<file path="config.mk">
export PLATFORM = sky130hd
export DESIGN_NAME = gray_sweep_gen
export DESIGN_NICKNAME = d
export VERILOG_FILES = /design/src/rtl/gray_sweep_gen.sv
export SDC_FILE = /design/constraint.sdc
export NUM_CORES = 1
export LEC_CHECK = 0
export CAP_MARGIN = 15
export CORE_MARGIN = 3
export CORE_UTILIZATION = 50
export DETAILED_ROUTE_END_ITERATION = 8
export HOLD_SLACK_MARGIN = 0.15
export PLACE_DENSITY = 0.89
export SLEW_MARGIN = 20
export SYNTH_ARGS = -nofsm -noshare
export SYNTH_HDL_FRONTEND = slang
export SYNTH_SLANG_ARGS = --single-unit
</file>
<file path="constraint.sdc">
create_clock -name clk -period 3.16 [get_ports clk]
set_input_delay 0.632 -clock clk [delete_from_list [all_inputs] [get_ports clk]]
set_output_delay 0.632 -clock clk [all_outputs]
set_load 0.005 [all_outputs]
</file>
<file path="src/rtl/gray_sweep_gen.sv">
// gray_sweep_gen
//   Registered Gray-code sweep source. A start pulse loads start_bin and
//   begins stepping a binary count toward end_bin, one step per enabled
//   cycle, up or down with modulo-2^WIDTH wrap. Every count is presented
//   both as binary (bin_q) and as its Gray encoding (gray_out) on the same
//   edge, so a downstream Gray-to-binary stage can be checked against bin_q.
//
// Ports
//   clk        rising-edge clock
//   rst        synchronous reset, active-high
//   start      single-cycle sweep request, honoured only while idle
//   stop       abort a running sweep (ignored while idle)
//   en         step enable while running; low holds the count
//   up_dn      direction, 1 = increment, 0 = decrement (sampled with start)
//   start_bin  first binary value of the sweep (sampled with start)
//   end_bin    final binary value of the sweep (sampled with start)
//   gray_out   registered Gray code of bin_q
//   bin_q      registered binary count
//   busy       high while a sweep is running
//   done       one-cycle pulse when the count lands on the end value
//   wrap       one-cycle pulse on a step that crosses the wrap boundary
//
// Handshake: start is a one-cycle request with no ready; it is accepted on
// any edge where the block is idle and dropped otherwise. stop and en are
// level controls evaluated on every edge while running, stop winning.
module gray_sweep_gen #(
  parameter int WIDTH = 4
) (
  input  logic             clk,
  input  logic             rst,
  input  logic             start,
  input  logic             stop,
  input  logic             en,
  input  logic             up_dn,
  input  logic [WIDTH-1:0] start_bin,
  input  logic [WIDTH-1:0] end_bin,
  output logic [WIDTH-1:0] gray_out,
  output logic [WIDTH-1:0] bin_q,
  output logic             busy,
  output logic             done,
  output logic             wrap
);

  typedef enum logic {
    IDLE = 1'b0,
    RUN  = 1'b1
  } state_t;

  localparam logic [WIDTH-1:0] ONE = WIDTH'(1);

  state_t           state, state_n;
  logic             dir, dir_n;
  logic [WIDTH-1:0] end_q, end_n;
  logic [WIDTH-1:0] bin_n;
  logic [WIDTH-1:0] step;
  logic             done_n, wrap_n;

  always_ff @(posedge clk) begin
    if (rst) begin
      state    <= IDLE;
      bin_q    <= '0;
      gray_out <= '0;
      dir      <= 1'b0;
      end_q    <= '0;
      done     <= 1'b0;
      wrap     <= 1'b0;
    end else begin
      state    <= state_n;
      bin_q    <= bin_n;
      // Encoded from the next binary value so both outputs move together.
      gray_out <= bin_n ^ (bin_n >> 1);
      dir      <= dir_n;
      end_q    <= end_n;
      done     <= done_n;
      wrap     <= wrap_n;
    end
  end

  always_comb begin
    state_n = state;
    bin_n   = bin_q;
    dir_n   = dir;
    end_n   = end_q;
    done_n  = 1'b0;
    wrap_n  = 1'b0;
    step    = dir ? (bin_q + ONE) : (bin_q - ONE);

    case (state)
      IDLE: begin
        if (start) begin
          bin_n = start_bin;
          if (start_bin == end_bin) begin
            // Zero-length sweep: present the value and finish at once.
            done_n = 1'b1;
          end else begin
            state_n = RUN;
            dir_n   = up_dn;
            end_n   = end_bin;
          end
        end
      end
      RUN: begin
        if (stop) begin
          state_n = IDLE;
        end else if (en) begin
          bin_n  = step;
          // Crossing happens when leaving all-ones going up or zero going down.
          wrap_n = dir ? (&bin_q) : ~(|bin_q);
          if (step == end_q) begin
            done_n  = 1'b1;
            state_n = IDLE;
          end
        end
      end
      default: state_n = IDLE;
    endcase
  end

  // Derived from the state register only, so no input reaches it directly.
  assign busy = (state == RUN);

endmodule

</file>
==> results.yml <==
worst_setup_path:
  worstReg2RegEnd: "gray_out[2]"
  critPathLaunchType: "register"
  arrival_ns: 2.58
  end_kind: "register"
  cp_top_family: "compound AO/OA/AOI/OAI gates"
  path_class: "reg -> reg"
  r2r_start: "dir"
  crit_buf_inv: 1
  rr_worst_depth: 7
  cp_max_fo: 8
  path_cells: "inv_1 > ha_1 > a21oi_2 > a2111oi_0 > a2111oi_1 > o311ai_1 > mux2_4"
  cp.required_ns: 3.34
  reg2reg_setup_slack_ns: 0.76
  critPathSlowestCell: "dfxtp_1"
  slowest_delay_ns: 0.52
drt:
  vias: 818
  via_per_inst: 5.49
  first_iter_violations: 25
  firstDrtPassIters: 4
  postRouteAntennaNets: 0
  wl_microns: 2100
  drc: 0
  drt-wirelength-per-cell_microns: 14.1
sta:
  final-setup-viol-count: 0
  finalHoldViolCount: 0
  final.setup.tns_ns: 0
  slew_viol_final: 0
  max-slew-margin-rel_pct: 63.1
  worst_slew_pin_slew_ns: 0.551
  rsz0062_at_grt: "false"
  fin_worst_skew_ns: 0.00420
  period_minus_slack_ns: 2.40
  timing.fmax_mhz: 417
  fin_crit_sh_pct: 75.9
die:
  die_area_sq_um: 2390
  fp.dieH_microns: 48.9
  num_io_pins: 25
  die_w_microns: 48.9
  start_util_pct: 57.1
  coreArea_sq_um: 1610
  rows: 14
synthesis:
  synth_mux_area_share_pct: 8.15
  syn_inst: 101
  ys_seq_area_share_pct: 32.6
  yosys.area_share.adder_pct: 4.89
  syn_area_per_cell_sq_um: 9.12
  synth_nets: 118
  yosysWarnings: 0
  synth_top_family_by_area: "simple AND/OR/NAND/NOR gates"
  synth.ff_latch_count: 15
  synthSimpleGateAreaFrac_pct: 23.4
  synth_xor_xnor_area_share_pct: 12.9
  synth_compound_area_share_pct: 12.8
  synth_area_sq_um: 921
  synthDistinctLibCells: 39
place:
  placedCellCount: 145
  dpl_cell_area_sq_um: 1160
  place.gp.congestion: 0.917
  portBuffers: 24
  hpwlAfterDp_microns: 1650
layout:
  regArea_sq_um: 300
  multi_input_area_sq_um: 572
  diodes: 0
  fin_util_pct: 74.0
  fin_cells: 149
  nets: 143
  fin_area_sq_um: 1190
  drive_gt1_share_pct: 8.80
  fillCellCount: 133
  area_growth_pct: 29.5
cts:
  clock_path_buffers: 2
  cts_resized: 0
  cts_root_buf: "clkbuf_4"
  numCtsBuffers: 3
  clkLatencyLatePin_ns: 0.29
  cts_tree: "done"
  cts_setup_buffers: 0
  cts_max_level: 1
  clk_pin_slew_worst_paths_ns: 0.09
  clock-sinks: 15
  hold_buffers: 0
global_routing:
  grt_util_all_layers_pct: 19.2
  grt_max_degree: 16
  grt_pass1_wl_microns: 3610
  antenna_found_initial: 0
  grt_pass1_vias: 826
  globalRouteOverflowTotal: 0
power_and_ir_drop:
  power_frac_comb_pct: 34.2
  power_density_nw_per_um2: 431
  pwr-share-clk_pct: 21.5
  power_uw: 513
  irDropWorstVdd_v: 0.000355
  p_leak_uw: 0.000462
  intPower_uw: 353
  p_sw_uw: 160
  p_seq_share_pct: 44.4
  switching_share_pct: 31.3
hold_path:
  hold_path_end: "end_q[1]"
  min_from: "end_q[1]"
  hold_path.class: "reg -> reg"
  min_delay_path_depth: 2
status:
  status: "finished clean"
flow_run:
  max_cap_viol_count: 0
worst max path at each step:
stage / start / to / slack, ns / depth (start not counted)
after floorplan: dir / gray_out[2] / 1.07 / 7
after global placement: stop / gray_out[2] / 0.68 / 6
after detailed placement: stop / gray_out[2] / 0.62 / 6
after CTS: dir / gray_out[2] / 0.75 / 7
after global routing: dir / gray_out[2] / 0.60 / 7
final: dir / gray_out[2] / 0.76 / 7
tightest hold or removal path: cells and delay by family (launching register included):
family	cells	cell delay, ns
flip-flops	1	0.36
multiplexers	1	0.07
AND/OR/NAND/NOR	1	0.07
cell families (layout without fill, tap and decap cells):
logic type,count (synthesis),count (layout)
buf+inv,10,34
simple gates,38,38
xor+xnor,12,12
fa+ha+maj,3,3
compound gates,16,16
mux,7,7
flops,15,15
flip-flops by register name (all words and copies together), names as in the netlist:
register,flops
end_q,4
gray_out,4
bin_q,3
busy,1
dir,1
done,1
wrap,1
cell usage in the layout, fill, tap and decap left out, types with 2 or more instances in the layout:
master / instances
mux2i_1: 6
clkdlybuf4s50_1: 24
nand3_1: 2
a211oi_1: 2
xor2_1: 6
clkbuf_4: 3
nor4_1: 3
nor2_1: 11
xnor2_1: 5
dfxtp_1: 15
inv_1: 5
nor3_1: 2
ha_1: 2
nor2b_1: 6
a21oi_1: 4
nand2_1: 6
per-stage QoR:
stage,hold WS [ns],worst slack (ns)
final,0.530,0.761
after CTS,0.531,0.752
after detailed placement,0.508,0.618
after floorplan,0.475,1.07
after global placement,0.490,0.678
after global routing,0.571,0.602
power groups by stage:
| stage | logic [uW] | registers [uW] | clock network (uW) |
|---|---|---|---|
| 2_1_floorplan | 114 | 227 | 0 |
| 3_3_place_gp | 172 | 231 | 0 |
| 3_5_place_dp | 176 | 231 | 0 |
| 4_1_cts | 177 | 227 | 113 |
| 5_1_grt | 194 | 231 | 125 |
| 6_report | 175 | 228 | 110 |
cell usage after synthesis:
master	n	area share (%)
a2111oi_1	1	1.1
a2111oi_0	1	0.95
nor2b_1	6	4.1
xnor3_1	1	2.4
o41ai_1	1	0.95
and4_4	1	1.2
nor3_1	2	1.1
buf_6	1	1.2
a31oi_1	1	0.68
nor4bb_1	1	1.1
a211oi_1	2	1.6
and2_1	1	0.68
fa_1	1	2.2
a21oi_1	4	2.2
nand2_1	6	2.4
dfxtp_1	15	33
nor2_1	11	4.5
o211a_1	1	1.1
and4b_2	1	1.2
mux2i_1	6	6.5
o311ai_1	1	0.95
nand3_2	1	1.1
xnor2_1	5	4.8
a21oi_2	1	0.95
inv_2	1	0.41
ha_1	2	2.7
nor4_1	3	2.0
xor2_1	6	5.7
o2111ai_1	1	0.95
o21ai_0	1	0.54
o211ai_1	1	0.82
buf_4	1	0.82
nor3b_1	1	0.82
nor3b_2	1	1.4
clkbuf_1	2	0.82
inv_1	5	2.0
mux2_4	1	1.6
nand2b_1	1	0.68
nand3_1	2	1.1
area by class of cell:
cell class	count	area share (%)
multi-input cells	76	48.0
flip-flops and latches	15	25.2
repair buffers	24	20.1
well taps	24	2.52
clock buffers	3	1.89
inverters	6	1.89
clock inverters	1	0.420
metal layers:
metal  GRT usage [%]  up-vias  wire length, microns  share of wire [%]
met1            21.5      372                   911                 43
li1                -      406                     -                  -
met2            33.5       33                   991                 47
met4            11.4        0                    59                2.8
met3            3.67        7                   137                6.5
met5               0        -                     0                  0
(Power assumes the default switching activity.)
